==> config.mk <==
export PLATFORM = sky130hd
export DESIGN_NAME = ttt_game_ctrl_flat
export DESIGN_NICKNAME = d
export VERILOG_FILES = /design/src/rtl/ttt_pkg.sv /design/src/rtl/ttt_game_ctrl_if.sv /design/src/rtl/ttt_line_sel.sv /design/src/rtl/ttt_game_ctrl.sv /design/src/flat_wrapper.sv
export SDC_FILE = /design/constraint.sdc
export NUM_CORES = 1
export LEC_CHECK = 0
export ABC_AREA = 1
export ABC_CLOCK_PERIOD_IN_PS = 3000
export CAP_MARGIN = 20
export CORE_ASPECT_RATIO = 0.5
export CORE_UTILIZATION = 45
export DETAILED_ROUTE_END_ITERATION = 10
export HOLD_SLACK_MARGIN = 0.08
export PLACE_DENSITY = 0.67
export SETUP_SLACK_MARGIN = 0.3
export SYNTH_ARGS = -nofsm -noshare
export SYNTH_HDL_FRONTEND = slang
export SYNTH_SLANG_ARGS = --single-unit
==> constraint.sdc <==
create_clock -name CLK -period 3 [get_ports CLK]
set_input_delay 0.75 -clock CLK [delete_from_list [all_inputs] [get_ports CLK]]
set_output_delay 0.75 -clock CLK [all_outputs]
set_load 0.01 [all_outputs]
==> src/rtl/ttt_pkg.sv <==
// rtl/ttt_pkg.sv - shared cell codes, FSM states, game-state codes and win-line table for ttt_game_ctrl
package ttt_pkg;

    localparam logic [1:0] CELL_EMPTY = 2'b00;
    localparam logic [1:0] CELL_X     = 2'b01;
    localparam logic [1:0] CELL_O     = 2'b10;

    localparam logic [1:0] GS_PLAY = 2'b00;
    localparam logic [1:0] GS_WIN  = 2'b01;
    localparam logic [1:0] GS_DRAW = 2'b10;

    localparam logic [3:0] LAST_CELL = 4'd8;

    typedef enum logic [2:0] {
        S_PLAY,
        S_WAIT_BLANK,
        S_CHECK,
        S_WIN,
        S_DRAW
    } state_t;

    // Rows, then columns, then the two diagonals; scan order decides which line wins a tie
    localparam logic [3:0] LINE_CELLS [0:7][0:2] = '{
        '{4'd0, 4'd1, 4'd2},
        '{4'd3, 4'd4, 4'd5},
        '{4'd6, 4'd7, 4'd8},
        '{4'd0, 4'd3, 4'd6},
        '{4'd1, 4'd4, 4'd7},
        '{4'd2, 4'd5, 4'd8},
        '{4'd0, 4'd4, 4'd8},
        '{4'd2, 4'd4, 4'd6}
    };

    function automatic logic [1:0] player_mark(input logic p);
        return p ? CELL_O : CELL_X;
    endfunction

    function automatic logic [1:0] cell_get(input logic [17:0] brd, input logic [3:0] idx);
        return brd[{idx, 1'b0} +: 2];
    endfunction

endpackage

==> src/rtl/ttt_game_ctrl_if.sv <==
// rtl/ttt_game_ctrl_if.sv - move request, blanking and board/status bundle between input logic, display and ttt_game_ctrl
interface ttt_game_ctrl_if;

    logic        move_valid;
    logic [3:0]  move_idx;
    logic        new_game;
    logic        vnotactive;

    logic [17:0] board;
    logic        player;
    logic [1:0]  game_state;
    logic        winner;
    logic [7:0]  win_line;
    logic        move_ack;
    logic        move_err;
    logic        timeout_pulse;

    modport master (
        output move_valid, move_idx, new_game, vnotactive,
        input  board, player, game_state, winner, win_line,
        input  move_ack, move_err, timeout_pulse
    );

    modport slave (
        input  move_valid, move_idx, new_game, vnotactive,
        output board, player, game_state, winner, win_line,
        output move_ack, move_err, timeout_pulse
    );

endinterface

==> src/rtl/ttt_line_sel.sv <==
// rtl/ttt_line_sel.sv - returns the three cell codes of one win line of the board
module ttt_line_sel
    import ttt_pkg::*;
(
    input  logic [17:0] board,
    input  logic [2:0]  line_idx,
    output logic [1:0]  cell_a,
    output logic [1:0]  cell_b,
    output logic [1:0]  cell_c
);

    assign cell_a = cell_get(board, LINE_CELLS[line_idx][0]);
    assign cell_b = cell_get(board, LINE_CELLS[line_idx][1]);
    assign cell_c = cell_get(board, LINE_CELLS[line_idx][2]);

endmodule

==> src/rtl/ttt_game_ctrl.sv <==
// rtl/ttt_game_ctrl.sv - tic-tac-toe turn sequencer and referee; TURN_TIMEOUT_EN adds turn forfeit on idle
module ttt_game_ctrl
    import ttt_pkg::*;
#(
    parameter logic        FIRST_PLAYER = 1'b0,
    parameter logic [31:0] TURN_TIMEOUT = 32'd250_000_000
) (
    input  logic           CLK,
    input  logic           RST,
    ttt_game_ctrl_if.slave gif
);

    state_t      state_q, state_d;
    logic [17:0] board_q, board_d;
    logic        player_q, player_d;
    logic        winner_q, winner_d;
    logic [1:0]  gs_q, gs_d;
    logic [7:0]  win_line_q, win_line_d;
    logic        ack_q, ack_d;
    logic        err_q, err_d;
    logic        tmo_q, tmo_d;
    logic [3:0]  count_q, count_d;
    logic [3:0]  idx_q, idx_d;
    logic [2:0]  line_q, line_d;

    logic [1:0]  mark;
    logic [1:0]  cell_a, cell_b, cell_c;
    logic        line_match;
    logic        move_legal;

    ttt_line_sel u_line_sel (
        .board    (board_q),
        .line_idx (line_q),
        .cell_a   (cell_a),
        .cell_b   (cell_b),
        .cell_c   (cell_c)
    );

    assign mark       = player_mark(player_q);
    assign line_match = (cell_a == mark) && (cell_b == mark) && (cell_c == mark);
    assign move_legal = (gif.move_idx <= LAST_CELL) &&
                        (cell_get(board_q, gif.move_idx) == CELL_EMPTY);

`ifdef TURN_TIMEOUT_EN
    logic [31:0] tcnt_q, tcnt_d;
    logic        tcnt_hit;

    assign tcnt_hit = (tcnt_q == TURN_TIMEOUT - 32'd1);
`else
    logic unused_turn_timeout;

    assign unused_turn_timeout = ^TURN_TIMEOUT;
`endif

    always_comb begin
        state_d    = state_q;
        board_d    = board_q;
        player_d   = player_q;
        winner_d   = winner_q;
        win_line_d = win_line_q;
        count_d    = count_q;
        idx_d      = idx_q;
        line_d     = line_q;
        ack_d      = 1'b0;
        err_d      = 1'b0;
        tmo_d      = 1'b0;
`ifdef TURN_TIMEOUT_EN
        tcnt_d     = '0;
`endif

        if (gif.new_game) begin
            state_d    = S_PLAY;
            board_d    = '0;
            player_d   = FIRST_PLAYER;
            winner_d   = 1'b0;
            win_line_d = '0;
            count_d    = '0;
            line_d     = '0;
        end else begin
            case (state_q)
                S_PLAY: begin
                    if (gif.move_valid && move_legal) begin
                        idx_d   = gif.move_idx;
                        state_d = S_WAIT_BLANK;
                    end else begin
                        err_d = gif.move_valid;
`ifdef TURN_TIMEOUT_EN
                        // An accepted move on the expiry cycle wins; the turn is not forfeited
                        if (tcnt_hit) begin
                            player_d = ~player_q;
                            tmo_d    = 1'b1;
                        end else begin
                            tcnt_d = tcnt_q + 32'd1;
                        end
`endif
                    end
                end
                S_WAIT_BLANK: begin
                    err_d = gif.move_valid;
                    if (gif.vnotactive) begin
                        board_d[{idx_q, 1'b0} +: 2] = mark;
                        ack_d   = 1'b1;
                        count_d = count_q + 4'd1;
                        line_d  = '0;
                        state_d = S_CHECK;
                    end
                end
                S_CHECK: begin
                    err_d = gif.move_valid;
                    if (line_match) begin
                        win_line_d = 8'd1 << line_q;
                        winner_d   = player_q;
                        state_d    = S_WIN;
                    end else if (line_q == 3'd7) begin
                        if (count_q == 4'd9) begin
                            state_d = S_DRAW;
                        end else begin
                            player_d = ~player_q;
                            state_d  = S_PLAY;
                        end
                    end else begin
                        line_d = line_q + 3'd1;
                    end
                end
                S_WIN, S_DRAW: begin
                    err_d = gif.move_valid;
                end
                default: begin
                    state_d = S_PLAY;
                end
            endcase
        end

        case (state_d)
            S_WIN:   gs_d = GS_WIN;
            S_DRAW:  gs_d = GS_DRAW;
            default: gs_d = GS_PLAY;
        endcase
    end

    always_ff @(posedge CLK or negedge RST) begin
        if (!RST) begin
            state_q    <= S_PLAY;
            board_q    <= '0;
            player_q   <= FIRST_PLAYER;
            winner_q   <= 1'b0;
            gs_q       <= GS_PLAY;
            win_line_q <= '0;
            ack_q      <= 1'b0;
            err_q      <= 1'b0;
            tmo_q      <= 1'b0;
            count_q    <= '0;
            idx_q      <= '0;
            line_q     <= '0;
`ifdef TURN_TIMEOUT_EN
            tcnt_q     <= '0;
`endif
        end else begin
            state_q    <= state_d;
            board_q    <= board_d;
            player_q   <= player_d;
            winner_q   <= winner_d;
            gs_q       <= gs_d;
            win_line_q <= win_line_d;
            ack_q      <= ack_d;
            err_q      <= err_d;
            tmo_q      <= tmo_d;
            count_q    <= count_d;
            idx_q      <= idx_d;
            line_q     <= line_d;
`ifdef TURN_TIMEOUT_EN
            tcnt_q     <= tcnt_d;
`endif
        end
    end

    assign gif.board         = board_q;
    assign gif.player        = player_q;
    assign gif.game_state    = gs_q;
    assign gif.winner        = winner_q;
    assign gif.win_line      = win_line_q;
    assign gif.move_ack      = ack_q;
    assign gif.move_err      = err_q;
    assign gif.timeout_pulse = tmo_q;

endmodule

==> src/flat_wrapper.sv <==
// flat-port wrapper written by rule: the top's interface ports become plain ports
module ttt_game_ctrl_flat import ttt_pkg::*;
#(
    parameter logic        FIRST_PLAYER = 1'b0,
    parameter logic [31:0] TURN_TIMEOUT = 32'd250_000_000
)
  (CLK, RST, gif_move_valid, gif_move_idx, gif_new_game, gif_vnotactive, gif_board, gif_player, gif_game_state, gif_winner, gif_win_line, gif_move_ack, gif_move_err, gif_timeout_pulse);
  ttt_game_ctrl_if gif_i ();
  input  logic CLK;
  input  logic RST;
  input wire logic [$bits(gif_i.move_valid)-1:0] gif_move_valid;
  input wire logic [$bits(gif_i.move_idx)-1:0] gif_move_idx;
  input wire logic [$bits(gif_i.new_game)-1:0] gif_new_game;
  input wire logic [$bits(gif_i.vnotactive)-1:0] gif_vnotactive;
  output wire logic [$bits(gif_i.board)-1:0] gif_board;
  output wire logic [$bits(gif_i.player)-1:0] gif_player;
  output wire logic [$bits(gif_i.game_state)-1:0] gif_game_state;
  output wire logic [$bits(gif_i.winner)-1:0] gif_winner;
  output wire logic [$bits(gif_i.win_line)-1:0] gif_win_line;
  output wire logic [$bits(gif_i.move_ack)-1:0] gif_move_ack;
  output wire logic [$bits(gif_i.move_err)-1:0] gif_move_err;
  output wire logic [$bits(gif_i.timeout_pulse)-1:0] gif_timeout_pulse;
  assign gif_i.move_valid = gif_move_valid;
  assign gif_i.move_idx = gif_move_idx;
  assign gif_i.new_game = gif_new_game;
  assign gif_i.vnotactive = gif_vnotactive;
  assign gif_board = gif_i.board;
  assign gif_player = gif_i.player;
  assign gif_game_state = gif_i.game_state;
  assign gif_winner = gif_i.winner;
  assign gif_win_line = gif_i.win_line;
  assign gif_move_ack = gif_i.move_ack;
  assign gif_move_err = gif_i.move_err;
  assign gif_timeout_pulse = gif_i.timeout_pulse;
  ttt_game_ctrl #(.FIRST_PLAYER(FIRST_PLAYER), .TURN_TIMEOUT(TURN_TIMEOUT)) u_core (.CLK(CLK), .RST(RST), .gif(gif_i));
endmodule
; Word-level counts from Yosys, hierarchy flattened
; Memory sizes are Yosys's and may differ from the RTL's.
; Cells that the tools add are included.
[op_classes]
add_sub_neg = 3
magnitude_cmp = 2
eq_ne = 16
shifts = 7
mux = 40
bitwise_logic = 3
n_reduce_logical = 19
[ops]
columns = op, count
row1 = indexed part select 18 x 6 -> 2 bit, 4
row2 = 2-to-1 mux 18 bit, 3
row3 = 2-to-1 mux 3 bit, 10
row4 = 2-to-1 mux 12 bit, 2
row5 = 2-to-1 mux 8 bit, 3
row6 = bitwise mux 18 bit, 1
row7 = "variable shift 2 x 7 -> 18 bit, first input constant", 1
row8 = indexed part select 2 x 7 -> 18 bit, 1
row9 = 2-to-1 mux 1 bit, 13
row10 = 2-to-1 mux 4 bit, 3
row11 = one-hot mux 3 bit (4 select lines), 1
row12 = nonzero test 2 bit, 5
row13 = "== test 3 x 2 -> 1 bit, second input constant", 3
row14 = "== test 3 bit, second input constant", 3
row15 = "!= test 3 bit, second input constant", 3
row16 = AND reduction 4 bit, 2
row17 = "left shift 1 x 3 -> 8 bit, first input constant", 1
row18 = negator 5 -> 7 bit, 1
row19 = == test 2 bit, 3
row20 = one-hot mux 3 bit (2 select lines), 1
row21 = "adder 4 x 1 -> 4 bit, second input constant", 1
row22 = "== test 4 bit, second input constant", 1
row23 = ">= comparator 4 bit, second input constant", 1
row24 = "<= comparator 4 bit, second input constant", 1
row25 = 16 further kinds, 22
[totals]
reg_bits = 46
romBits = 96
input_bits = 9
output_inout_bits = 33
word_cells = 102
n_memories = 1
[mem_list]
columns = name, words, word_bits, read_ports, rd_ports_with_merged_regs, write_ports, line_no
row1 = (name not given), 8, 12, 1, 0, 0, ttt_line_sel.sv:14  ; assign cell_c = cell_get(board, LINE_CELLS[line_idx][2]);

; Longest topological paths before layout
[depth]
ltp_word = 13
depth_mapped = 18
depth_no_buf = 18

; Modules after synthesis
; From an unflattened synthesis, not the netlist that was laid out.
[unflattened]
hier_cells = 440
hier_area_um2 = 3161.8
[modules_own_cells]
columns = mod, n_inst, cells_each, area_per_inst_um2, seq_area_each_um2
row1 = ttt_game_ctrl, 1, 322, 2544.9, 1151.1
row2 = ttt_line_sel, 1, 118, 616.8, 0.0

; Least setup slack after synthesis
; Ideal clock, no wire load.
[synth_timing]
kind = register to register
startpoint = register u_core.line_q[0]
endpoint = register u_core.win_line_q[2], in the netlist u_core.gif.win_line[2]
setup_ns = 0.119
t_arrival_ns = 2.230
t_required_ns = 2.881
setup_slack_ns = 0.652
stages_incl_launch_ff = 17
n_path_buf = 2
synth_period_minus_slack_ns = 2.348
path_cell_list = dfrtp_1 inv_1 ha_1 buf_4 inv_2 nand2_2 o21ai_1 nand3_1 nand3_1 nand3_1 nand2_1 nand2_2 nor2_4 nand3_2 buf_6 nand3_1 o21ai_2
[synth_via]
elab_chain_len = 10
elab_cells_between_ends = 18
classes_between = eq/ne (3) / shift (4) / mux (5) / bitwise (1) / reduce/logical (4) / memory (1)
[synth_lines]
columns = item, line_no
row1 = "start, declared", ttt_game_ctrl.sv:24  ; logic [2:0] line_q, line_d;
row2 = "start signal, assigned", ttt_game_ctrl.sv:170  ; line_q <= line_d;
row3 = NOT 3 -> 4 bit (not written as such), "ttt_line_sel.sv:12, ttt_line_sel.sv:13, ttt_line_sel.sv:14"
row4 = memory read (8 x 12 bit), --
row5 = 2-to-1 mux 12 bit (not written as such) (2 in series), ttt_line_sel.sv:14
row6 = indexed part select 18 x 6 -> 2 bit, ttt_pkg.sv:39  ; return brd[{idx, 1'b0} +: 2];
row7 = == test 2 bit, ttt_game_ctrl.sv:40  ; assign line_match = (cell_a == mark) && (cell_b == mark) && (cell_c == mark);
row8 = logical AND 1 bit (2 in series), ttt_game_ctrl.sv:40
row9 = nonzero test 2 bit (no source line), --
row10 = AND reduction 2 bit (no source line), --
row11 = "end signal, assigned", ttt_game_ctrl.sv:164  ; win_line_q <= win_line_d;
row12 = "end, declared", ttt_game_ctrl.sv:18  ; logic [7:0] win_line_q, win_line_d;
; Parallel ways exist; a longest one is shown, timed or not. The select of a mux whose other input is x is not followed.
; A chain may end at the register's enable or synchronous reset.

; Worst setup path after layout
[layout_timing]
startpoint = register u_core.line_q[0]
endpoint = register u_core.gs_q[0], in the netlist u_core.gif.game_state[0]
[layout_via]
elab_chain_len = 13
elab_cells_between_ends = 20
classes_between = eq/ne (6) / shift (3) / mux (7) / bitwise (1) / reduce/logical (2) / memory (1)
[layout_lines]
columns = item, line_no
row1 = NOT 3 -> 4 bit (not written as such), "ttt_line_sel.sv:12, ttt_line_sel.sv:13, ttt_line_sel.sv:14"
row2 = memory read (8 x 12 bit), --
row3 = 2-to-1 mux 12 bit (not written as such) (2 in series), ttt_line_sel.sv:14
row4 = indexed part select 18 x 6 -> 2 bit, ttt_pkg.sv:39
row5 = == test 2 bit, ttt_game_ctrl.sv:40
row6 = logical AND 1 bit (2 in series), ttt_game_ctrl.sv:40
row7 = 2-to-1 mux 3 bit (*), ttt_game_ctrl.sv:110  ; if (line_match) begin
row8 = one-hot mux 3 bit (4 select lines) (*), ttt_game_ctrl.sv:80  ; case (state_q)
row9 = 2-to-1 mux 3 bit (*), ttt_game_ctrl.sv:71  ; if (gif.new_game) begin
row10 = == test 3 bit / == test 3 x 2 -> 1 bit (equally long branches), ttt_game_ctrl.sv:134  ; case (state_d)
row11 = one-hot mux 2 bit (2 select lines) (*), ttt_game_ctrl.sv:134
row12 = named net u_core.gs_d[0], ttt_game_ctrl.sv:17  ; logic [1:0] gs_q, gs_d;
row13 = "end signal, assigned", ttt_game_ctrl.sv:163  ; gs_q <= gs_d;
row14 = "end, declared", ttt_game_ctrl.sv:17
; The timed path passes the listed nets; every way through them passes the cells marked *. The select of a mux whose other input is x is not followed.

==> impl_metrics.env <==
export IMPL_grt_pass1_wl_um=13430
export IMPL_max_stage_delay_ns=0.47
export IMPL_synthCells=452
export IMPL_synth_xor_area_frac=0.002780
export IMPL_die_h_um=61.17
export IMPL_drt_iter0_drc=250
export IMPL_io_pins=42
export IMPL_cts_tree="built"
export IMPL_timing_rr_start="u_core.line_q[0]"
export IMPL_wl_um=8562
export IMPL_syn_area_um2=3151
export IMPL_r2r_cells=15
export IMPL_htree_num_levels=2
export IMPL_routedWlPerCell_um=14.49
export IMPL_syn_mean_instance_area_um2=6.970
export IMPL_grt_pass1_vias=2712
export IMPL_synth_simple_area_share=0.3872
export IMPL_cts_buffers=5
export IMPL_clkTransAtPathRegs_ns=0.06
export IMPL_grt_overflow_total=0
export IMPL_antenna_cells=0
export IMPL_synth_mux_area_frac=0
export IMPL_critPathCapture="u_core.gif.game_state[0]"
export IMPL_die_w_um=120.3
export IMPL_period_needed_ns=2.501
export IMPL_cts_root_buf="clkbuf_16"
export IMPL_required_ns=3.22
export IMPL_routed_via_count=3144
export IMPL_mostFrequentLayoutCells="nand2_1 (117), nand3_1 (81), inv_1 (55)"
export IMPL_rsz0062_at_grt="false"
export IMPL_dieArea_um2=7360
export IMPL_placed_area_um2=3664
export IMPL_detailed_place_hpwl_um=6694
export IMPL_syn_num_nets=473
export IMPL_critPathLaunchType="flop"
export IMPL_cts_hold_buf=0
export IMPL_slew_viol_final=0
export IMPL_crit_chain="inv_1 > ha_4 > inv_2 > nand2_2 > o21ai_1 > nand3_1 > nand3_1 > nand3_1 > nand2_1 > nand2_2 > nor2_4 > nand3_4 > nand2_1 > nand2_1 > nor2_1"
export IMPL_outcome="complete, no violations"
export IMPL_fin_nets=519
export IMPL_synth_distinct_cells=36
export IMPL_critical_path_class="flop to flop"
export IMPL_ys_seq_elements=46
export IMPL_route_detailed_drc=0
export IMPL_synth_top_family_by_area="simple AND/OR/NAND/NOR gates"
export IMPL_clk_insertion_delay_late_ns=0.30
export IMPL_peakVddDrop_uv=249.3
export IMPL_timing_setup_tns_ns=0
export IMPL_slew_headroom=0.5746
export IMPL_place_congestion=0.9480
export IMPL_maxCapViolations=0
export IMPL_synth_compound_area_share=0.1060
export IMPL_yosysWarnings=0
export IMPL_area_growth_pct=21.68
export IMPL_path_max_fanout=12
export IMPL_clock_fmax_ghz=0.3999
export IMPL_hold_class="input pin to async pin"
export IMPL_fin_crit_sh=0.8336
export IMPL_p_per_area_nw_per_um2=413.2
export IMPL_cts_setup_buffers=0
export IMPL_fin_area_um2=3834
export IMPL_yosysSeqAreaShare=0.3654
export IMPL_leakage_nw=1.751
export IMPL_clkSinkCount=46
export IMPL_final_common_cell="nand2_1"
export IMPL_start_util=0.4684
export IMPL_clock_path_buffers=2
export IMPL_tightest_slew_ns=0.6333
export IMPL_vias_per_cell=5.320
export IMPL_utilization=0.5699
export IMPL_r2r_slack_ns=0.50
export IMPL_drive_above_1_share=0.08216
export IMPL_cpMaxStageDelayCell="dfrtp_2"
export IMPL_end_kind="flop"
export IMPL_crit_arrival_ns=2.72
export IMPL_power_total_mw=1.584
export IMPL_finalHoldViolCount=0
export IMPL_numPortBuffers=40
export IMPL_setup_violations_final=0
export IMPL_drtAntennaViolNets=0
export IMPL_startpoint="u_core.line_q[0]"
export IMPL_timing_rr_end="u_core.gif.game_state[0]"
export IMPL_core_um2=6726
export IMPL_dr_pass1_iters=5
export IMPL_finalClockSkew_ns=0.01077
export IMPL_grt_max_degree=29
export IMPL_track_usage=0.2423
export IMPL_yosys_area_share_adder=0.04766
export IMPL_row_count=21
export IMPL_antenna_found_initial=0
[where the power goes]
group	leakage, nW	switching, mW	internal (mW)
registers	0.633	0.0282	0.642
logic	1.05	0.253	0.111
clock network	0.0698	0.241	0.308
total	1.75	0.523	1.06
[cell usage after synthesis (all sizes together)]
library cell / count / share of area
and2: 1 / 0.0020
inv: 58 / 0.069
o21a: 1 / 0.0024
and3: 1 / 0.0020
buf: 5 / 0.013
nand3: 83 / 0.14
a32o: 1 / 0.0032
o32ai: 1 / 0.0028
nand4: 10 / 0.020
nand2: 126 / 0.16
o31ai: 3 / 0.0071
o22ai: 2 / 0.0040
ha: 12 / 0.048
xnor2: 1 / 0.0028
a22oi: 1 / 0.0024
clkbuf: 4 / 0.0048
nor2: 35 / 0.046
o41ai: 3 / 0.0083
clkinv: 2 / 0.0024
a31oi: 2 / 0.0040
conb: 1 / 0.0012
o21ai: 35 / 0.059
nor3: 10 / 0.016
dfrtp: 46 / 0.37
a21oi: 8 / 0.013
[per-stage QoR]
step | std cells | hold WS [ns] | setup WS, ns
6_report | 591 | 0.3236 | 0.4992
3_5_place_dp | 583 | 0.4968 | 0.2113
5_1_grt | 591 | 0.3216 | 0.3359
4_1_cts | 591 | 0.3233 | 0.3644
2_1_floorplan | 452 | 0.4544 | 0.6515
3_3_place_gp | 583 | 0.4847 | 0.2534
[critical path: cells and delay by family (launching register included)]
kind | cells | cell delay (ns)
AO/OA/AOI/OAI | 1 | 0.20
adder cells (fa/ha/maj) | 1 | 0.25
buffers and inverters | 2 | 0.28
flip-flops | 1 | 0.47
AND/OR/NAND/NOR | 11 | 1.22
[what timing repair did]
| action | 4_1_cts | 5_1_grt |
|---|---|---|
| setup endpoints to repair | 12 | 15 |
| cloned | 0 | 0 |
| resized for setup | 2 | 3 |
[cell families (layout without fill, tap and decap cells)]
group,Yosys count,after routing
xor+xnor,1,1
flops,46,46
other cells,1,1
compound gates,57,57
simple gates,266,266
fa+ha+maj,12,12
buf+inv,69,116
[area by class of cell]
cell class                      count  area [um^2]
Timing Repair Buffer               48        455.4
Sequential cell                    46         1152
Fill cell                         649         2893
Tap cell                           92        115.1
Multi-Input combinational cell    337         1739
Inverter                           60        225.2
Clock inverter                      3        21.27
Clock buffer                        5        125.1
[metal layers]
metal / track usage / share of wire / up-vias
li1: - / - / 1591
met1: 0.3475 / 0.51 / 1442
met2: 0.3727 / 0.42 / 100
met3: 0.05185 / 0.055 / 11
met4: 0.07055 / 0.013 / 0
met5: 0 / 0 / -
[registers in the layout, indices dropped and copies added (netlist names), 2 cells and up]
signal	flops
u_core.gif.win_line	8
u_core.state_q	3
u_core.gif.game_state	2
u_core.idx_q	4
u_core.gif.board	18
u_core.line_q	3
u_core.count_q	4
[worst min path at each step]
stage / from / endpoint / slack, ns / cells past startpoint
after floorplan: RST / u_core.count_q[0] / 0.45 / 0
after global placement: u_core.gif.win_line[3] / u_core.gif.win_line[3] / 0.48 / 2
after detailed placement: u_core.gif.win_line[3] / u_core.gif.win_line[3] / 0.50 / 2
after CTS: RST / u_core.gif.win_line[7] / 0.32 / 1
after global routing: RST / u_core.gif.win_line[7] / 0.32 / 1
final: RST / u_core.gif.game_state[0] / 0.32 / 1
No activity file was read; power rests on OpenSTA's default activity.
